[config.mk]
export PLATFORM = sky130hd
export DESIGN_NAME = ring_john_scheduler
export DESIGN_NICKNAME = d
export VERILOG_FILES = /design/src/rtl/ring_john_sched_pkg.sv /design/src/rtl/rr_arb2.sv /design/src/rtl/ring_john_scheduler.sv
export SDC_FILE = /design/constraint.sdc
export NUM_CORES = 1
export LEC_CHECK = 0
export ABC_AREA = 1
export CORE_UTILIZATION = 49
export CTS_BUF_LIST = sky130_fd_sc_hd__clkbuf_4 sky130_fd_sc_hd__clkbuf_8 sky130_fd_sc_hd__clkbuf_16
export DETAILED_ROUTE_END_ITERATION = 10
export PLACE_DENSITY = 0.77
export SETUP_SLACK_MARGIN = 0.1
export SLEW_MARGIN = 20
export SYNTH_ARGS = -nofsm -noshare
export SYNTH_HDL_FRONTEND = slang
export SYNTH_SLANG_ARGS = --single-unit
[constraint.sdc]
create_clock -name clk -period 1.45 [get_ports clk]
set_input_delay 0.435 -clock clk [delete_from_list [all_inputs] [get_ports clk]]
set_output_delay 0.435 -clock clk [all_outputs]
set_load 0.005 [all_outputs]
[src/rtl/ring_john_sched_pkg.sv]
// Shared types and constants for the ring/Johnson enable scheduler.
package ring_john_sched_pkg;

    localparam int LEN_W_DEF = 4;

    // Requester ids, also used as bit positions in 2-bit request/grant vectors
    localparam int RING = 0;
    localparam int JOHN = 1;

    typedef enum logic [2:0] {
        IDLE      = 3'd0,
        RUN_RING  = 3'd1,
        RUN_JOHN  = 3'd2,
        DONE_RING = 3'd3,
        DONE_JOHN = 3'd4,
        GAP       = 3'd5
    } state_t;

endpackage

[src/rtl/rr_arb2.sv]
// Two-way round-robin arbiter; remembers who finished last and favours the other on a tie.
module rr_arb2
    import ring_john_sched_pkg::*;
(
    input  logic       clk,
    input  logic       rst,
    input  logic [1:0] req,
    input  logic [1:0] done,
    output logic [1:0] win
);

    // last_john=1 means the Johnson requester was the most recently completed
    logic last_john;

    always_ff @(posedge clk or negedge rst) begin
        if (!rst) begin
            last_john <= 1'b1;
        end else if (done[RING]) begin
            last_john <= 1'b0;
        end else if (done[JOHN]) begin
            last_john <= 1'b1;
        end
    end

    always_comb begin
        win       = 2'b00;
        win[RING] = req[RING] & (~req[JOHN] | last_john);
        win[JOHN] = req[JOHN] & (~req[RING] | ~last_john);
    end

endmodule

[src/rtl/ring_john_scheduler.sv]
// Grants fixed-length enable bursts on the shared ring/Johnson counter pair, one requester at a time.
module ring_john_scheduler
    import ring_john_sched_pkg::*;
#(
    parameter int LEN_W      = LEN_W_DEF,
    parameter int GAP_CYCLES = 1
) (
    input  logic             clk,
    input  logic             rst,
    input  logic             req_ring,
    input  logic             req_john,
    input  logic [LEN_W-1:0] len_ring,
    input  logic [LEN_W-1:0] len_john,
    output logic             en1,
    output logic             en2,
    output logic             gnt_ring,
    output logic             gnt_john,
    output logic             done_ring,
    output logic             done_john,
    output logic             busy,
    output logic [LEN_W-1:0] remaining
);

    localparam logic [1:0] GAP_LOAD = (GAP_CYCLES > 0) ? 2'(GAP_CYCLES - 1) : 2'd0;

    state_t           state, nstate;
    logic [LEN_W-1:0] rem_d;
    logic [1:0]       gap_q, gap_d;
    logic [1:0]       win;

    rr_arb2 u_arb (
        .clk  (clk),
        .rst  (rst),
        .req  ({req_john, req_ring}),
        .done ({done_john, done_ring}),
        .win  (win)
    );

    always_comb begin
        nstate = state;
        rem_d  = remaining;
        gap_d  = gap_q;
        case (state)
            IDLE: begin
                // The burst length is captured into the down-counter at grant time
                if (win[RING]) begin
                    if (len_ring != '0) begin
                        nstate = RUN_RING;
                        rem_d  = len_ring;
                    end else begin
                        nstate = DONE_RING;
                    end
                end else if (win[JOHN]) begin
                    if (len_john != '0) begin
                        nstate = RUN_JOHN;
                        rem_d  = len_john;
                    end else begin
                        nstate = DONE_JOHN;
                    end
                end
            end
            RUN_RING, RUN_JOHN: begin
                rem_d = remaining - LEN_W'(1);
                if (remaining == LEN_W'(1)) begin
                    nstate = (state == RUN_RING) ? DONE_RING : DONE_JOHN;
                end
            end
            DONE_RING, DONE_JOHN: begin
                if (GAP_CYCLES > 0) begin
                    nstate = GAP;
                    gap_d  = GAP_LOAD;
                end else begin
                    nstate = IDLE;
                end
            end
            GAP: begin
                if (gap_q == 2'd0) begin
                    nstate = IDLE;
                end else begin
                    gap_d = gap_q - 2'd1;
                end
            end
            default: nstate = IDLE;
        endcase
    end

    // Outputs are decoded from the next state so every output is a flop
    always_ff @(posedge clk or negedge rst) begin
        if (!rst) begin
            state     <= IDLE;
            remaining <= '0;
            gap_q     <= 2'd0;
            en1       <= 1'b0;
            en2       <= 1'b0;
            gnt_ring  <= 1'b0;
            gnt_john  <= 1'b0;
            done_ring <= 1'b0;
            done_john <= 1'b0;
            busy      <= 1'b0;
        end else begin
            state     <= nstate;
            remaining <= rem_d;
            gap_q     <= gap_d;
            en1       <= (nstate == RUN_RING);
            en2       <= (nstate == RUN_JOHN);
            gnt_ring  <= (nstate == RUN_RING) || (nstate == DONE_RING);
            gnt_john  <= (nstate == RUN_JOHN) || (nstate == DONE_JOHN);
            done_ring <= (nstate == DONE_RING);
            done_john <= (nstate == DONE_JOHN);
            busy      <= (nstate != IDLE);
        end
    end

endmodule

==> run_results.csv, run 1 <==
group,metric,value,unit
placed_design,placed_cells,204,
timing,period_needed,1.37,ns
worst_setup_path,cp_slowest_stage_delay,0.40,ns
finish,diodes,0,
global_routing,gr-usage-all-layers,24.2,%
power,power_density,2020,mW/mm²
timing,setup_viol,0,
timing,fin_worst_skew,0.0109,ns
finish,nets,205,
timing,timing.final.crit_share,94.4,%
placed_design,port_buffers,22,
timing,report.final.hold_viol_count,0,
synth,synth-edff-count,0,
global_routing,antenna_found_initial,0,
worst_setup_path,r2r_cells,9,
cts,cts_buffer_depth,2,
worst_setup_path,cpLargestDelayFamily,"flip-flops",
drt,postRouteWirelength,2860,µm
timing,slew_viol_final,0,
cts,clkLatencyLatePin,0.29,ns
cts,root_buffer,"clkbuf_4",
worst_setup_path,worst_ep_required_time,1.69,ns
placed_design,finalWeightedCongestion,0.876,
global_routing,grt_pass1_wl,4450,µm
finish,drive_gt1_share,43.9,%
synth,syn_nets,162,
worst_setup_path,critPathLaunch,"remaining[1]$_DFFE_PN0P_",
cts,cts_max_level,1,
floorplan,die_x,48.7,µm
cts,ctsHoldBuffers,0,
worst_setup_path,crit_fanout,3,
worst_setup_path,cp_slowest_cell,"dfrtp_1",
drt,routedWlPerCell,13.2,µm
floorplan,die_area,0.00237,mm²
worst_setup_path,worst_r2r_endpoint,"remaining[2]$_DFFE_PN0P_",
worst_setup_path,r2r-start,"remaining[1]$_DFFE_PN0P_",
drt,drt_pass1_iterations,4,
worst_setup_path,path_buf_inv,3,
status,outcome,"completed",
synth,ys_ff_latch,17,
synth,async_flop_share,100,%
finish,layoutNonFillerInstCount,216,
synth,synth_cell_types,21,
worst_setup_path,cp-start-kind,"flip-flop",
cts,clk_pin_slew_worst_paths,0.10,ns
finish,fin_area,0.00161,mm²
synth,synth.yosys.seq_area_share,39.9,%
global_routing,grt_pass1_vias,1058,
global_routing,grt_overflow,0,
worst_setup_path,endpoint,"remaining[2]$_DFFE_PN0P_",
timing,rsz0062_at_grt,"yes",
hold_path,hold_path.class,"in2async",
floorplan,initial_core_util,53.4,%
power,peakVddDrop,1.32,mV
synth,avgSynthCellArea,7.28,µm²
floorplan,die_h,48.7,µm
placed_design,pre_cts_ws,-0.330,ns
finish,final_common_cell,"nand2_1",
synth,yosysWarnings,0,
cts,cts-buffers-inserted,3,
cts,cts_tree,"built",
synth,ys.flop_type,"dfrtp_1",
worst_setup_path,path_cells,"buf_6 -> inv_4 -> buf_4 -> ha_4 -> xor2_1 -> nand2_1 -> o21ai_2 -> nand2_2 -> nand2_1",
floorplan,rows,16,
drt,num_vias,1086,
finish,fill_cells,127,
finish,area_growth,50.3,%
timing,finalSetupTns,0,ns
placed_design,place_hpwl,1870,µm
drt,drtAntennaViolNets,0,
cts,clock_sinks,17,
placed_design,place_area,0.00138,mm²
worst_setup_path,cp-end-kind,"flip-flop",
drt,vias_per_cell,5.03,
global_routing,grt_max_degree,18,
timing,max_freq,0.730,GHz
run,max_cap_viol_count,0,
worst_setup_path,path_class,"reg2reg",
timing,worst_pin_slew,0.255,ns
finish,final_cell_mix,"nand2_1, nand2_2, buf_4",
worst_setup_path,r2r_slack,0.08,ns
floorplan,ios,23,
floorplan,coreArea,0.00200,mm²
worst_setup_path,crit_arrival,1.61,ns
drt,drt_iter0_markers,20,
drt,drc_errors,0,
timing,setup_slack,0.0809,ns
power,leakage,0.875,nW
worst_setup_path,cpMostUsedCell,"nand2_1",
worst_setup_path,path_depth,9,
timing,slew-limit-headroom,83.0,%
synth,netlist_area,0.00107,mm²
synth,syn-instance-count,147,
==> worst min path at each step <==
stage,from,endpoint,cells after the start
after floorplan,rst,busy$_DFF_PN0_,0
after global placement,done_ring$_DFF_PN0_,u_arb.last_john$_DFFE_PN1P_,1
after detailed placement,done_ring$_DFF_PN0_,u_arb.last_john$_DFFE_PN1P_,1
after CTS,rst,remaining[2]$_DFFE_PN0P_,2
after global routing,rst,remaining[2]$_DFFE_PN0P_,2
final,rst,remaining[2]$_DFFE_PN0P_,2
==> cells in the mapped netlist (2+ instances only) <==
| cell type | instances | area, µm² |
|---|---|---|
| nand2_4 | 2 | 22.5 |
| dfrtp_1 | 16 | 400 |
| inv_2 | 7 | 26.3 |
| nor2_2 | 4 | 25.0 |
| o21ai_1 | 3 | 15.0 |
| inv_1 | 21 | 78.8 |
| nand2_2 | 9 | 56.3 |
| nand3_1 | 11 | 55.1 |
| nor2_1 | 14 | 52.6 |
| nand2_1 | 43 | 161 |
| ha_1 | 3 | 37.5 |
| nor2_4 | 2 | 22.5 |
| o21ai_0 | 4 | 20.0 |
==> logic make-up (layout without fill, tap and decap cells) <==
group,after synthesis,after routing,synth area share (%)
XOR/XNOR,1,1,0.819
flip-flops,17,17,39.9
adder cells (fa/ha/maj),3,3,3.51
AO/OA/AOI/OAI,9,9,4.91
AND/OR/NAND/NOR,89,89,41.1
buffers and inverters,28,70,9.83
==> power by group <==
part | internal [mW] | leakage [nW] | switching (mW)
Sequential | 0.687 | 0.209 | 0.149
Combinational | 0.880 | 0.648 | 1.26
Clock | 0.126 | 0.0184 | 0.140
==> worst reg2reg max path, delay by kind of cell (launching register included) <==
| kind | cells | cell delay (ns) |
|---|---|---|
| xor gates and xnor gates | 1 | 0.18 |
| AOI/OAI and AO/OA | 1 | 0.08 |
| buffers and inverters | 3 | 0.30 |
| and+or+nand+nor | 3 | 0.22 |
| adders and majority gates | 1 | 0.13 |
| DFF | 1 | 0.40 |
==> flip-flops by register name, summed over array words and instances (netlist names) <==
register	flops
en2	1
en1	1
done_ring	1
state	3
u_arb.last_john	1
busy	1
gnt_ring	1
gnt_john	1
remaining	4
done_john	1
gap_q	2
==> metrics by stage <==
step	power, mW	util (%)	hold slack [ns]
after floorplan	1.96	-	0.139
after global placement	2.46	69.1	0.387
after detailed placement	2.53	69.1	0.394
after CTS	2.97	76.0	0.475
after global routing	3.52	80.3	0.489
final	3.24	80.3	0.479
==> timing repair <==
action	4_1_cts	5_1_grt
buffers inserted	6	2
resized for setup	38	42
endpoints found under the setup margin	21	18
pin swaps	7	13
endpoints found under the hold margin	0	0
==> layout make-up <==
class                      count  area, µm²  share of cell area, %
multi-input combinational    102        663                   41.2
sequential                    17        430                   26.8
timing repair buffer          38        338                   21.0
inverter                      28        113                   7.00
tap                           27       33.8                   2.10
clock buffer                   4       30.0                   1.87
==> per-layer routing <==
layer | track usage (%) | vias to the layer above | part of all wire (%)
met5 | 0 | - | 0
met4 | 4.41 | 0 | 1.1
met3 | 4.09 | 4 | 3.5
met2 | 47.0 | 35 | 57
met1 | 27.4 | 519 | 38
li1 | - | 528 | -
No activity file was read; power rests on OpenSTA's default activity.
==> run 2: changes to the inputs <==
RECOVER_POWER = 100   (was unset)
==> run_results.csv, run 2 (synthesized netlist as in run 1, its figures left out) <==
group,metric,value,unit
floorplan,initial_core_util,53.4,%
drt,num_vias,1085,
worst_setup_path,path_buf_inv,3,
cts,cts_buffer_depth,2,
timing,timing.final.crit_share,94.4,%
global_routing,grt_pass1_vias,1058,
timing,period_needed,1.37,ns
cts,root_buffer,"clkbuf_4",
placed_design,finalWeightedCongestion,0.876,
timing,rsz0062_at_grt,"yes",
status,outcome,"completed",
drt,drtAntennaViolNets,0,
worst_setup_path,cpLargestDelayFamily,"flip-flops",
worst_setup_path,r2r-start,"remaining[1]$_DFFE_PN0P_",
global_routing,grt_max_degree,18,
finish,layoutNonFillerInstCount,216,
timing,finalSetupTns,0,ns
cts,clk_pin_slew_worst_paths,0.10,ns
worst_setup_path,worst_r2r_endpoint,"remaining[2]$_DFFE_PN0P_",
worst_setup_path,cp-start-kind,"flip-flop",
power,clkPwrFrac,8.2,%
power,leakage,0.874,nW
worst_setup_path,cp_slowest_cell,"dfrtp_1",
power,power_density,2020,mW/mm²
drt,vias_per_cell,5.02,
floorplan,die_area,0.00237,mm²
finish,multi_input_area,663,µm²
run,max_cap_viol_count,0,
drt,postRouteWirelength,2850,µm
finish,largest_reg_flops,4,
finish,diodes,0,
cts,cts_tree,"built",
worst_setup_path,worst_ep_required_time,1.69,ns
global_routing,grt_overflow,0,
power,p_sw,1.55,mW
drt,drt_iter0_markers,20,
finish,final_common_cell,"nand2_1",
finish,drive_gt1_share,43.4,%
worst_setup_path,cp_slowest_stage_delay,0.40,ns
placed_design,port_buffers,22,
worst_setup_path,path_cells,"buf_6 -> inv_4 -> buf_4 -> ha_4 -> xor2_1 -> nand2_1 -> o21ai_2 -> nand2_2 -> nand2_1",
global_routing,antenna_found_initial,0,
worst_setup_path,cp-end-kind,"flip-flop",
worst_setup_path,crit_fanout,3,
floorplan,die_h,48.7,µm
finish,regArea,430,µm²
cts,clkLatencyLatePin,0.29,ns
power,pwr-share-seq,25.7,%
hold_path,min_path_cells,2,
cts,ctsHoldBuffers,0,
timing,fin_worst_skew,0.0109,ns
timing,slew-limit-headroom,71.1,%
finish,reg_top3,"remaining x4, state x3, gap_q x2",
drt,routedWlPerCell,13.2,µm
global_routing,gr-usage-all-layers,24.2,%
timing,worst_pin_slew,0.433,ns
worst_setup_path,r2r_cells,9,
worst_setup_path,r2r_slack,0.08,ns
floorplan,die_x,48.7,µm
floorplan,rows,16,
cts,clock_sinks,17,
floorplan,coreArea,0.00200,mm²
finish,top_register,"remaining",
power,pwr-share-comb,66.1,%
timing,setup_viol,0,
power,p_int,1.69,mW
power,switching_share,47.9,%
worst_setup_path,crit_arrival,1.61,ns
timing,max_freq,0.730,GHz
drt,drt_pass1_iterations,4,
power,peakVddDrop,1.32,mV
drt,drc_errors,0,
placed_design,placed_cells,204,
finish,final_cell_mix,"nand2_1, nand2_2, inv_1, buf_4, dfrtp_1",
worst_setup_path,cpMostUsedCell,"nand2_1",
finish,fill_cells,127,
hold_path,hp-start,"done_ring$_DFF_PN0_",
worst_setup_path,path_class,"reg2reg",
placed_design,place_hpwl,1870,µm
cts,cts-buffers-inserted,3,
hold_path,min_to,"u_arb.last_john$_DFFE_PN1P_",
timing,report.final.hold_viol_count,0,
timing,holdWs,0.487,ns
hold_path,hold_path.class,"reg2reg",
finish,area_growth,50.1,%
worst_setup_path,path_depth,9,
floorplan,ios,23,
timing,slew_viol_final,0,
cts,cts_max_level,1,
global_routing,grt_pass1_wl,4450,µm
finish,nets,205,
-- run 2: cell count changes in the layout (fill, tap and decap cells not counted), sizes merged --
cell           delta
clkbuf            +1
dlygate4sd3       +1
clkdlybuf4s50     -1
buf               -1
-- run 2: tightest hold or removal path, delay by kind of cell, from the launching register on --
kind | cells | cell delay (ns)
simple gates | 1 | 0.03
buf+inv | 1 | 0.10
flops | 1 | 0.36
-- run 2: power by group through the flow --
stage,clock (mW),sequential [mW],combinational (mW)
3_5_place_dp,0,0.851,1.67
6_report,0.265,0.832,2.14
2_1_floorplan,0,0.836,1.12
4_1_cts,0.271,0.809,1.89
3_3_place_gp,0,0.854,1.61
5_1_grt,0.289,0.854,2.37
-- run 2: stage by stage --
step	power [mW]	utilization (%)	setup WS (ns)	cell area, µm²
final	3.24	80.2	0.0810	1610
after global routing	3.52	80.2	0.0122	1610
after CTS	2.97	76.0	0.0802	1520
after detailed placement	2.53	69.1	-0.330	1380
after global placement	2.46	69.1	-0.268	1380
after floorplan	1.96	-	0.191	1070
-- run 2: worst max-delay path by stage --
stage | from | endpoint
2_1_floorplan | remaining[1]$_DFFE_PN0P_ | busy$_DFF_PN0_
3_3_place_gp | req_john | remaining[3]$_DFFE_PN0P_
3_5_place_dp | req_john | remaining[3]$_DFFE_PN0P_
4_1_cts | remaining[0]$_DFFE_PN0P_ | remaining[0]
5_1_grt | u_arb.last_john$_DFFE_PN1P_ | gnt_john$_DFF_PN0_
6_report | remaining[1]$_DFFE_PN0P_ | remaining[2]$_DFFE_PN0P_
-- run 2: area by class of cell --
type                       count  area share (%)
multi-input combinational    102            41.3
sequential                    17            26.8
timing repair buffer          38            20.9
inverter                      28            7.01
tap                           27            2.10
clock buffer                   4            1.87
-- run 2: routing by layer --
metal / track usage [%] / share of wire, % / up-vias
met5: 0 / 0 / -
li1: - / - / 528
met3: 4.09 / 3.5 / 4
met1: 27.4 / 38 / 518
met2: 47.0 / 57 / 35
met4: 4.41 / 1.1 / 0
-- run 2: repair_timing --
| action | CTS | global route |
|---|---|---|
| resized for setup | 38 | 42 |
| setup endpoints to repair | 21 | 18 |
| buffers inserted | 6 | 2 |
| pin swaps | 7 | 13 |
==> run 3: changes to the inputs <==
CORE_UTILIZATION = 60   (was 49)
DONT_BUFFER_PORTS = 1   (was unset)
PLACE_DENSITY = 0.76   (was 0.77)
==> run_results.csv, run 3 (synthesized netlist as in run 1, its figures left out) <==
group,metric,value,unit
status,outcome,"complete, but fails checks",
status,violations,"DRC",
worst_setup_path,r2r-start,"remaining[1]$_DFFE_PN0P_",
drt,drt_pass1_iterations,7,
finish,diodes,0,
worst_setup_path,cp-end-kind,"flip-flop",
worst_setup_path,cp_slowest_stage_delay,0.45,ns
worst_setup_path,crit_fanout,4,
drt,num_vias,974,
cts,cts_buffer_depth,2,
cts,clkLatencyLatePin,0.29,ns
power,switching_share,49.9,%
timing,max_freq,0.727,GHz
finish,fill_cells,114,
global_routing,grt_pass1_vias,866,
global_routing,grt_pass1_wl,3660,µm
run,max_cap_viol_count,0,
power,clkPwrFrac,9.1,%
finish,final_common_cell,"nand2_1",
drt,drtAntennaViolNets,0,
placed_design,port_buffers,0,
power,pwr-share-seq,32.2,%
hold_path,hp-start,"len_john[0]",
cts,cts_tree,"built",
cts,clk_pin_slew_worst_paths,0.11,ns
power,leakage,0.668,nW
worst_setup_path,crit_arrival,1.60,ns
finish,top_register,"remaining",
timing,rsz0062_at_grt,"yes",
power,pwr-share-comb,58.7,%
global_routing,gr-usage-all-layers,25.6,%
worst_setup_path,path_cells,"inv_2 -> ha_4 -> nand3_4 -> nand2_2 -> nand2_2 -> nor2_4 -> inv_2 -> nand2_4 -> nand2_2 -> nand2_2",
power,peakVddDrop,1.58,mV
finish,multi_input_area,623,µm²
global_routing,antenna_found_initial,0,
placed_design,finalWeightedCongestion,0.838,
finish,drive_gt1_share,34.8,%
timing,finalSetupTns,0,ns
hold_path,hold_path.class,"in2reg",
timing,setup_viol,0,
drt,routedWlPerCell,14.3,µm
timing,period_needed,1.38,ns
global_routing,grt_max_degree,18,
timing,fin_worst_skew,0.0132,ns
drt,vias_per_cell,5.60,
timing,timing.final.crit_share,94.9,%
power,p_sw,1.40,mW
drt,postRouteWirelength,2500,µm
floorplan,die_area,0.00196,mm²
worst_setup_path,critPathLaunch,"remaining[1]$_DFFE_PN0P_",
drt,drt_iter0_markers,31,
cts,cts_max_level,1,
timing,worst_pin_slew,0.748,ns
power,power_density,2230,mW/mm²
finish,largest_reg_flops,4,
worst_setup_path,path_class,"reg2reg",
timing,slew_viol_final,0,
finish,area_growth,17.3,%
finish,regArea,432,µm²
floorplan,coreArea,0.00158,mm²
drt,drc_errors,2,
floorplan,initial_core_util,67.9,%
placed_design,place_hpwl,1650,µm
finish,final_cell_mix,"nand2_1, inv_1, nor2_1",
power,design_power_total,2.80,mW
timing,slew-limit-headroom,50.0,%
cts,cts-buffers-inserted,3,
global_routing,grt_overflow,0,
floorplan,ios,23,
worst_setup_path,cp_slowest_cell,"dfrtp_1",
floorplan,die_h,44.2,µm
worst_setup_path,cpMostUsedCell,"nand2_2",
worst_setup_path,cp-start-kind,"flip-flop",
finish,reg_top3,"remaining x4, state x3, gap_q x2",
floorplan,rows,14,
finish,nets,174,
timing,report.final.hold_viol_count,0,
cts,clock_sinks,17,
power,p_int,1.40,mW
floorplan,die_x,44.2,µm
cts,root_buffer,"clkbuf_4",
worst_setup_path,worst_ep_required_time,1.68,ns
-- run 3: final cells by class --
class / count / area share [%]
Multi-Input combinational cell: 103 / 49.7
Sequential cell: 17 / 34.4
Clock buffer: 3 / 1.79
Inverter: 28 / 8.37
Tap cell: 16 / 1.60
Clock inverter: 1 / 0.399
Timing Repair Buffer: 6 / 3.79
-- run 3: power by group through the flow --
stage,combinational [mW],clock [mW],sequential (mW)
6_report,1.65,0.254,0.903
5_1_grt,1.85,0.286,0.924
4_1_cts,1.38,0.259,0.881
3_5_place_dp,1.33,0,0.887
3_3_place_gp,1.29,0,0.878
2_1_floorplan,1.12,0,0.836
-- run 3: final timing paths --
check	to	slack (ns)	depth (start not counted)
max	gnt_john$_DFF_PN0_	0.07	10
min	remaining[0]$_DFFE_PN0P_	0.43	4
max reg2reg	gnt_john$_DFF_PN0_	0.07	10
min reg2reg	u_arb.last_john$_DFFE_PN1P_	0.45	1
max in group asynchronous	state[2]$_DFF_PN0_	0.28	1
min in group asynchronous	remaining[1]$_DFFE_PN0P_	0.64	1
-- run 3: per-layer routing --
layer	GRT usage, %	part of all wire [%]	vias up
met2	43.8	52	51
met1	31.9	39	453
met4	10.9	2.2	0
met5	0	0	-
met3	4.08	6.7	6
li1	-	-	464
-- run 3: what timing repair did --
action | 4_1_cts | 5_1_grt
buffers inserted | 0 | 5
hold buffers | 1 | 0
hold endpoints to repair | 17 | 0
gates cloned | 0 | 1
pin swaps | 1 | 8
setup endpoints to repair | 7 | 11
resized for setup | 6 | 20
-- run 3: through the flow --
| stage | utilization [%] | hold slack (ns) | setup WS, ns | std cells | instance area (µm²) |
|---|---|---|---|---|---|
| 3_3_place_gp | 69.1 | 0.140 | 0.0899 | 163 | 1090 |
| 6_report | 79.6 | 0.429 | 0.0737 | 174 | 1250 |
| 2_1_floorplan | - | 0.139 | 0.191 | 147 | 1070 |
| 5_1_grt | 79.6 | 0.428 | 0.0152 | 174 | 1250 |
| 3_5_place_dp | 69.1 | 0.140 | 0.0614 | 163 | 1090 |
| 4_1_cts | 72.6 | 0.420 | 0.114 | 168 | 1140 |
-- run 3: critical path: cells and delay by family (launching register included) --
family | cells | cell delay [ns]
adders and majority gates | 1 | 0.14
and+or+nand+nor | 7 | 0.54
buffers and inverters | 2 | 0.18
DFF | 1 | 0.45
